<file path="src/rtl/senior_priority_arbiter.sv">
// Senior-first resource arbiter with grant hold, hold timeout and fairness mask.
// Ports: clk, rst (sync, active-high), req[N], gnt[N] one-hot, gnt_idx, busy, timeout.

// Picks the highest-index set bit of vec as a one-hot plus its binary index.
module screening_by_senior #(
  parameter int W  = 8,
  parameter int IW = (W > 1) ? $clog2(W) : 1
) (
  input  logic [W-1:0]  vec,
  output logic [W-1:0]  sel,
  output logic [IW-1:0] idx,
  output logic          any
);
  always_comb begin
    sel = '0;
    idx = '0;
    any = |vec;
    // Ascending scan: the last set bit seen is the most senior.
    for (int i = 0; i < W; i++) begin
      if (vec[i]) begin
        sel    = '0;
        sel[i] = 1'b1;
        idx    = IW'(i);
      end
    end
  end
endmodule

module senior_priority_arbiter #(
  parameter int REQ_COUNT  = 8,
  parameter int HOLD_LIMIT = 16,
  parameter int IW = (REQ_COUNT > 1) ? $clog2(REQ_COUNT) : 1
) (
  input  logic                 clk,
  input  logic                 rst,
  input  logic [REQ_COUNT-1:0] req,
  output logic [REQ_COUNT-1:0] gnt,
  output logic [IW-1:0]        gnt_idx,
  output logic                 busy,
  output logic                 timeout
);
  localparam int CW =
    (HOLD_LIMIT > 0) ? $clog2(HOLD_LIMIT + 1) : 1;
  localparam logic [CW-1:0] LIM =
    CW'((HOLD_LIMIT > 0) ? HOLD_LIMIT - 1 : 0);
  localparam logic HAS_LIM = (HOLD_LIMIT > 0);

  typedef enum logic {
    IDLE,
    GRANT
  } state_t;

  state_t state, state_nx;

  logic [REQ_COUNT-1:0] mask, mask_nx;
  logic [REQ_COUNT-1:0] gnt_nx;
  logic [IW-1:0]        idx_nx;
  logic [CW-1:0]        cnt, cnt_nx;
  logic                 timeout_nx;

  logic [REQ_COUNT-1:0] elig;
  logic [REQ_COUNT-1:0] elig_sel, req_sel;
  logic [IW-1:0]        elig_idx, req_idx;
  logic                 elig_any, req_any;
  logic                 owner_req;
  logic                 limit_hit;

  assign elig = req & mask;

  screening_by_senior #(.W(REQ_COUNT), .IW(IW)) u_elig (
    .vec (elig),
    .sel (elig_sel),
    .idx (elig_idx),
    .any (elig_any)
  );

  screening_by_senior #(.W(REQ_COUNT), .IW(IW)) u_req (
    .vec (req),
    .sel (req_sel),
    .idx (req_idx),
    .any (req_any)
  );

  assign owner_req = |(req & gnt);
  assign limit_hit = HAS_LIM && (cnt == LIM);
  assign busy      = (state == GRANT);

  always_comb begin
    state_nx   = state;
    mask_nx    = mask;
    gnt_nx     = gnt;
    idx_nx     = gnt_idx;
    cnt_nx     = cnt;
    timeout_nx = 1'b0;
    unique case (state)
      IDLE: begin
        if (elig_any) begin
          gnt_nx   = elig_sel;
          idx_nx   = elig_idx;
          cnt_nx   = '0;
          state_nx = GRANT;
        end else if (req_any) begin
          // Every pending requester is masked: start a new round.
          mask_nx  = '1;
          gnt_nx   = req_sel;
          idx_nx   = req_idx;
          cnt_nx   = '0;
          state_nx = GRANT;
        end
      end
      GRANT: begin
        if (!owner_req || limit_hit) begin
          mask_nx    = mask & ~gnt;
          gnt_nx     = '0;
          idx_nx     = '0;
          cnt_nx     = '0;
          state_nx   = IDLE;
          // A voluntary drop wins over a coincident limit.
          timeout_nx = owner_req;
        end else if (cnt != '1) begin
          cnt_nx = cnt + 1'b1;
        end
      end
      default: begin
        state_nx = IDLE;
        gnt_nx   = '0;
        idx_nx   = '0;
      end
    endcase
  end

  always_ff @(posedge clk) begin
    if (rst) begin
      state   <= IDLE;
      mask    <= '1;
      gnt     <= '0;
      gnt_idx <= '0;
      cnt     <= '0;
      timeout <= 1'b0;
    end else begin
      state   <= state_nx;
      mask    <= mask_nx;
      gnt     <= gnt_nx;
      gnt_idx <= idx_nx;
      cnt     <= cnt_nx;
      timeout <= timeout_nx;
    end
  end
endmodule

</file>
<file path="config.mk">
export PLATFORM = sky130hd
export DESIGN_NAME = senior_priority_arbiter
export DESIGN_NICKNAME = d
export VERILOG_FILES = /design/src/rtl/senior_priority_arbiter.sv
export SDC_FILE = /design/constraint.sdc
export NUM_CORES = 1
export LEC_CHECK = 0
export BUFFER_PORTS_ARGS = -buffer_cell sky130_fd_sc_hd__clkbuf_2
export CAP_MARGIN = 0
export CELL_PAD_IN_SITES_DETAIL_PLACEMENT = 1
export CELL_PAD_IN_SITES_GLOBAL_PLACEMENT = 1
export CORE_UTILIZATION = 41
export DETAILED_ROUTE_END_ITERATION = 12
export PLACE_DENSITY_LB_ADDON = 0.12
export REMOVE_ABC_BUFFERS = 1
export SYNTH_ARGS = -nofsm -noshare
export SYNTH_HDL_FRONTEND = slang
export SYNTH_SLANG_ARGS = --single-unit
</file>
<file path="constraint.sdc">
create_clock -name clk -period 2 [get_ports clk]
set_input_delay 0.1 -clock clk [delete_from_list [all_inputs] [get_ports clk]]
set_output_delay 0.1 -clock clk [all_outputs]
set_load 0.05 [all_outputs]
</file>
* Yosys cells after proc, flatten, opt, wreduce, memory -nomap -nowiden
Cells that the tools add are included.
Word-level totals: output and inout bits 13, input bits 10, register bits 26, word-level logic and storage cells 80
Cells by class: add/sub/neg operators 1, muxes and demuxes 51, eq/ne operators 7, reduce and logical (&&, ||, !) cells 9, bitwise gates (word level) 6
Operators by type and width (count):
- 8-bit 2-to-1 mux | 8
- 3-bit 2-to-1 mux | 13
- 8-bit one-hot mux with 2 select lines | 2
- 5-bit 2-to-1 mux | 6
- 8-bit bitwise AND | 3
- 8-bit OR reduction | 3
- 7-bit 2-to-1 mux | 2
- 2-bit 2-to-1 mux | 6
- 6-bit 2-to-1 mux | 2
- 5-bit one-hot mux with 2 select lines | 1
- 4-bit 2-to-1 mux | 2
- 8-bit NOT | 1
- 1-bit 2-to-1 mux | 7
- 3-bit one-hot mux with 2 select lines | 1
- 5-bit by 1-bit adder with 5-bit output, second input constant | 1
- 5-bit by 4-bit == test with 1-bit output, second input constant | 1
- 5-bit inequality test, second input constant | 1
- 2-bit inequality test, second input constant | 2
- 2-bit AND reduction | 2
- 3-bit by 1-bit inequality test with 1-bit output, second input constant | 1
- 3-bit inequality test, second input constant | 1
- 3-bit AND reduction | 1
- 3-bit OR reduction | 1
- 2-bit by 1-bit inequality test with 1-bit output, second input constant | 1
- other kinds (4) | 5

* Logic depth before layout (Yosys ltp)
depth after elaboration 11, depth in mapped cells 9, depth with buffers taken out 8

* Hierarchy
Synthesis repeated with hierarchy kept, for this count alone.
Unflattened totals: cells, all modules 180, area total of the unflattened synthesis 1550.2 sq um
Modules (own cells, without submodules):
- senior_priority_arbiter | area each 1292.5 sq um, times used 1, cells each 140, seq. area each 520.5 sq um
- screening_by_senior | area each 128.9 sq um, times used 2, cells each 20, seq. area each 0.0 sq um

* Worst setup path before layout
Ideal clock, no wire load.
path type reg2reg, from reg gnt[0], to reg gnt[3], data required time 1883 ps, period minus slack after synthesis 1893 ps, library setup time 117 ps, arrival 1775 ps, cell stages (with the launch flop) 6, buffers on the path 1, setup slack 107 ps, cells stage by stage dfxtp_1 > a22o_1 > o41ai_4 > a21oi_2 > buf_6 > a32o_1
Between the ends: word-level cells in the longest chain between the ends 6
Ends and longest elaborated chain:
- start, declared | RTL line 37 | output logic [REQ_COUNT-1:0] gnt,
- start signal, assigned | RTL line 143 | gnt <= gnt_nx;
- 8-bit bitwise AND | RTL line 84 | assign owner_req = |(req & gnt);
- 8-bit OR reduction | RTL line 84
- 1-bit zero test | RTL line 112 | if (!owner_req || limit_hit) begin
- 1-bit logical OR | RTL line 112
- 2-bit by 1-bit inequality test with 1-bit output (no line)
- 2-bit AND reduction (no line)
Every way passes these cells. A chain may end at the register's enable or synchronous reset.

* Final worst setup path
from reg cnt[0], to reg cnt[2]
Between the ends: word-level cells in the longest chain between the ends 4, elaborated cells between the ends (all ways) 9, classes of those cells add/sub (1); eq/ne (3); mux (3); reduce/logical (2)
Ends and longest elaborated chain:
- start, declared | RTL line 58 | logic [CW-1:0] cnt, cnt_nx;
- start signal, assigned | RTL line 145 | cnt <= cnt_nx;
- 5-bit by 1-bit adder with 5-bit output or 5-bit by 4-bit == test with 1-bit output (tied branches) | RTL line 121, 85
- 5-bit 2-to-1 mux or 1-bit logical OR (tied branches) | RTL line 120, 112
- 5-bit 2-to-1 mux or 3-bit by 1-bit inequality test with 1-bit output (tied branches)
- 5-bit one-hot mux with 2 select lines or 2-bit AND reduction (tied branches)
Several ways; a longest one is shown, not always the timed one. The select of a mux whose other input is x is not followed.

==> reports/qor.csv <==
stage,metric,value,unit
sta,post-route-min-period,1.89,ns
worst_hold_path,hold_class,in -> reg,
sta,finalHoldViolCount,0,
route,via_per_inst,5.74,
route,num_vias,1355,
synthesis,synth_top_flop_cell,dfxtp_1,
setup_path,crit_top_cell,ha_1,
setup_path,endpoint_kind,flop,
sta,max_slew_margin,0.537,
route,drtIter0Drc,53,
layout,drive_above_1_share,0.229,
setup_path,critical-path-slowest-cell,dfxtp_2,
clock_network,numClockSinks,26,
clock_network,clk-insertion-delay-late,0.32,ns
setup_path,r2r-start,cnt[0],
synthesis,syn_area,0.00139,mm²
layout,postLayoutCoreUtil,0.518,
synthesis,yosys.area.top_type,dfxtp_1,
power,worst_ir_drop_vdd,302,µV
sta,max_slew.worst_pin.slew,0.695,ns
clock_network,cts_buffers,3,
synthesis,ys_seq_area_frac,0.375,
global_routing,gr-total-overflow,0,
layout,fin_area,0.00162,mm²
synthesis,synth_top_area_share,0.375,
setup_path,crit_family,simple AND/OR/NAND/NOR gates,
floorplanning,core-area,0.00313,mm²
synthesis,synthTopCellsByArea,"dfxtp_1 (38%), nand2_1 (8.4%), a22o_1 (6.9%), o21ai_0 (6.1%), a32o_1 (3.6%)",
route,drt_wl_total,4.08,mm
floorplanning,dieArea,0.00362,mm²
route,drc,0,
clock_network,htree_num_levels,1,
sta,rsz0062_at_grt,false,
route,dr.pass1.iters,4,
setup_path,critPathBufInv,0,
synthesis,yosysWarnings,0,
setup_path,crit_chain,ha_1 > and3_1 > ha_1 > nor2b_4 > o41ai_4 > o211ai_1 > xnor2_1 > and2_1,
floorplanning,ios,23,
layout,syn_to_final_growth,16.7,%
status,outcome,"finished, final reports clean",
floorplanning,die_width,60.2,µm
flow_run,drv_cap,0,
worst_hold_path,min_from,rst,
setup_path,crit_arrival,2.13,ns
global_routing,grt_usage,0.254,
synthesis,ys_ff_latch,26,
placed_design,placed_area,0.00156,mm²
setup_path,critPathKind,reg -> reg,
power,p_leak,0.000648,µW
setup_path,critPathLaunchType,flop,
sta,final_max_slew_viol_count,0,
synthesis,ys_types,41,
placed_design,io_buffers,22,
global_routing,antenna_found_initial,0,
sta,setup_viol,0,
setup_path,crit_start,cnt[0],
setup_path,cp_slowest_stage_delay,0.36,ns
clock_network,clk_pin_slew,0.14,ns
synthesis,async_reset_ff_frac,0,
placed_design,dp_hpwl,3.07,mm
layout,diodes,0,
floorplanning,start_util,0.444,
synthesis,syn_inst,165,
route,antenna_left,0,
sta,holdWs,0.0812,ns
floorplanning,fp-row-count,20,
sta,timing.final.crit_share,0.947,
synthesis,avgSynthCellArea,8.41,µm²
layout,fillers,402,
clock_network,cts_hold_buf,0,
layout,final_nets,206,
route,wl_per_cell,17.3,µm
floorplanning,dieHeight,60.2,µm
power,power_density,623,mW/mm²
global_routing,grt_max_degree,15,
setup_path,cp_max_fo,5,
clock_network,cts_tree,yes,
global_routing,grt_pass1_vias,1406,
clock_network,root_buffer,clkbuf_4,
global_routing,grt_pass1_wl,6.76,mm
clock_network,clock_path_buffers,2,
clock_network,post_cts_buffers,0,
sta,skew,0.00426,ns
synthesis,synth_edf_count,0,
placed_design,place_congestion,0.907,
sta,fmax,528,MHz
setup_path,critical_path_required,2.24,ns
==> registers in the layout, indices dropped and copies added, names as in the netlist <==
| name | flops |
|---|---|
| mask | 8 |
| gnt | 8 |
| gnt_idx | 3 |
| cnt | 5 |
| timeout | 1 |
| busy | 1 |
==> layer usage <==
metal / track usage / up-vias / wire [µm]
met3: 0.0260 / 5 / 102
li1: - / 667 / -
met4: 0.0598 / 0 / 34
met5: 0 / - / 0
met2: 0.429 / 18 / 2030
met1: 0.343 / 665 / 1910
==> cell type report <==
cell class	count	area [µm²]	area share
Multi-Input combinational cell	128	817	0.505
Sequential cell	26	522	0.322
Tap cell	44	55.1	0.0340
Timing Repair Buffer	31	178	0.110
Clock buffer	4	36.3	0.0224
Inverter	3	11.3	0.00696
==> synth_stat cells, types with 2 or more instances <==
cell,n
and2_1,3
a21o_1,2
a22o_1,11
dfxtp_1,26
a32o_1,5
o21ai_0,17
nor4_1,2
buf_6,3
nor2_1,10
inv_1,3
nor3_1,4
o21ai_1,3
nand2_1,31
nand4b_1,2
nand4_1,2
ha_1,3
a21oi_1,8
a22oi_1,2
buf_2,4
nand2b_1,3
==> metrics by stage <==
step	total power [µW]	setup slack, ns	std cells	TNS, ns
4_1_cts	1010	0.0155	235	0
3_3_place_gp	739	0.190	231	0
2_1_floorplan	667	-0.106	156	-0.676
5_1_grt	1060	0.0293	236	0
3_5_place_dp	743	0.0372	231	0
6_report	1010	0.105	236	0
==> timing repair <==
item	4_1_cts	5_1_grt
hold endpoints to repair	0	0
gates resized for setup	0	3
setup endpoints to repair	0	17
==> cell usage in the layout (no fill, tap or decap), types with 2 or more instances in the layout <==
cell	netlist	final
a21o_1	2	2
a21oi_1	8	8
a22o_1	11	11
a22oi_1	2	2
a32o_1	5	5
and2_1	3	3
buf_4	0	9
clkbuf_2	1	22
clkbuf_4	0	3
dfxtp_1	26	25
ha_1	3	3
inv_1	3	3
nand2_1	31	31
nand2b_1	3	3
nand4_1	2	2
nand4b_1	2	2
nor2_1	10	10
nor3_1	4	4
nor4_1	2	2
o21ai_0	17	17
o21ai_1	3	3
==> cells by family after synthesis <==
group                      after synthesis  synth area share
AOI/OAI and AO/OA                       58             0.300
xor gates and xnor gates                 1           0.00631
adders and majority gates                3            0.0271
buffers and inverters                   12            0.0532
DFF                                     26             0.375
and+or+nand+nor                         65             0.238
==> where the power goes <==
part	switching (µW)	internal, µW	leakage [µW]
Sequential	15.1	533	0.000212
Clock	159	111	0.0000210
Combinational	130	60.2	0.000415
==> path summary, 6_finish.rpt <==
kind | endpoint | slack [ns] | cells past startpoint
max reg2reg | cnt[2] | 0.11 | 8
min | cnt[0] | 0.08 | 2
min reg2reg | gnt_idx[0] | 0.46 | 2
max | cnt[2] | 0.11 | 8
(Power assumes the default switching activity.)
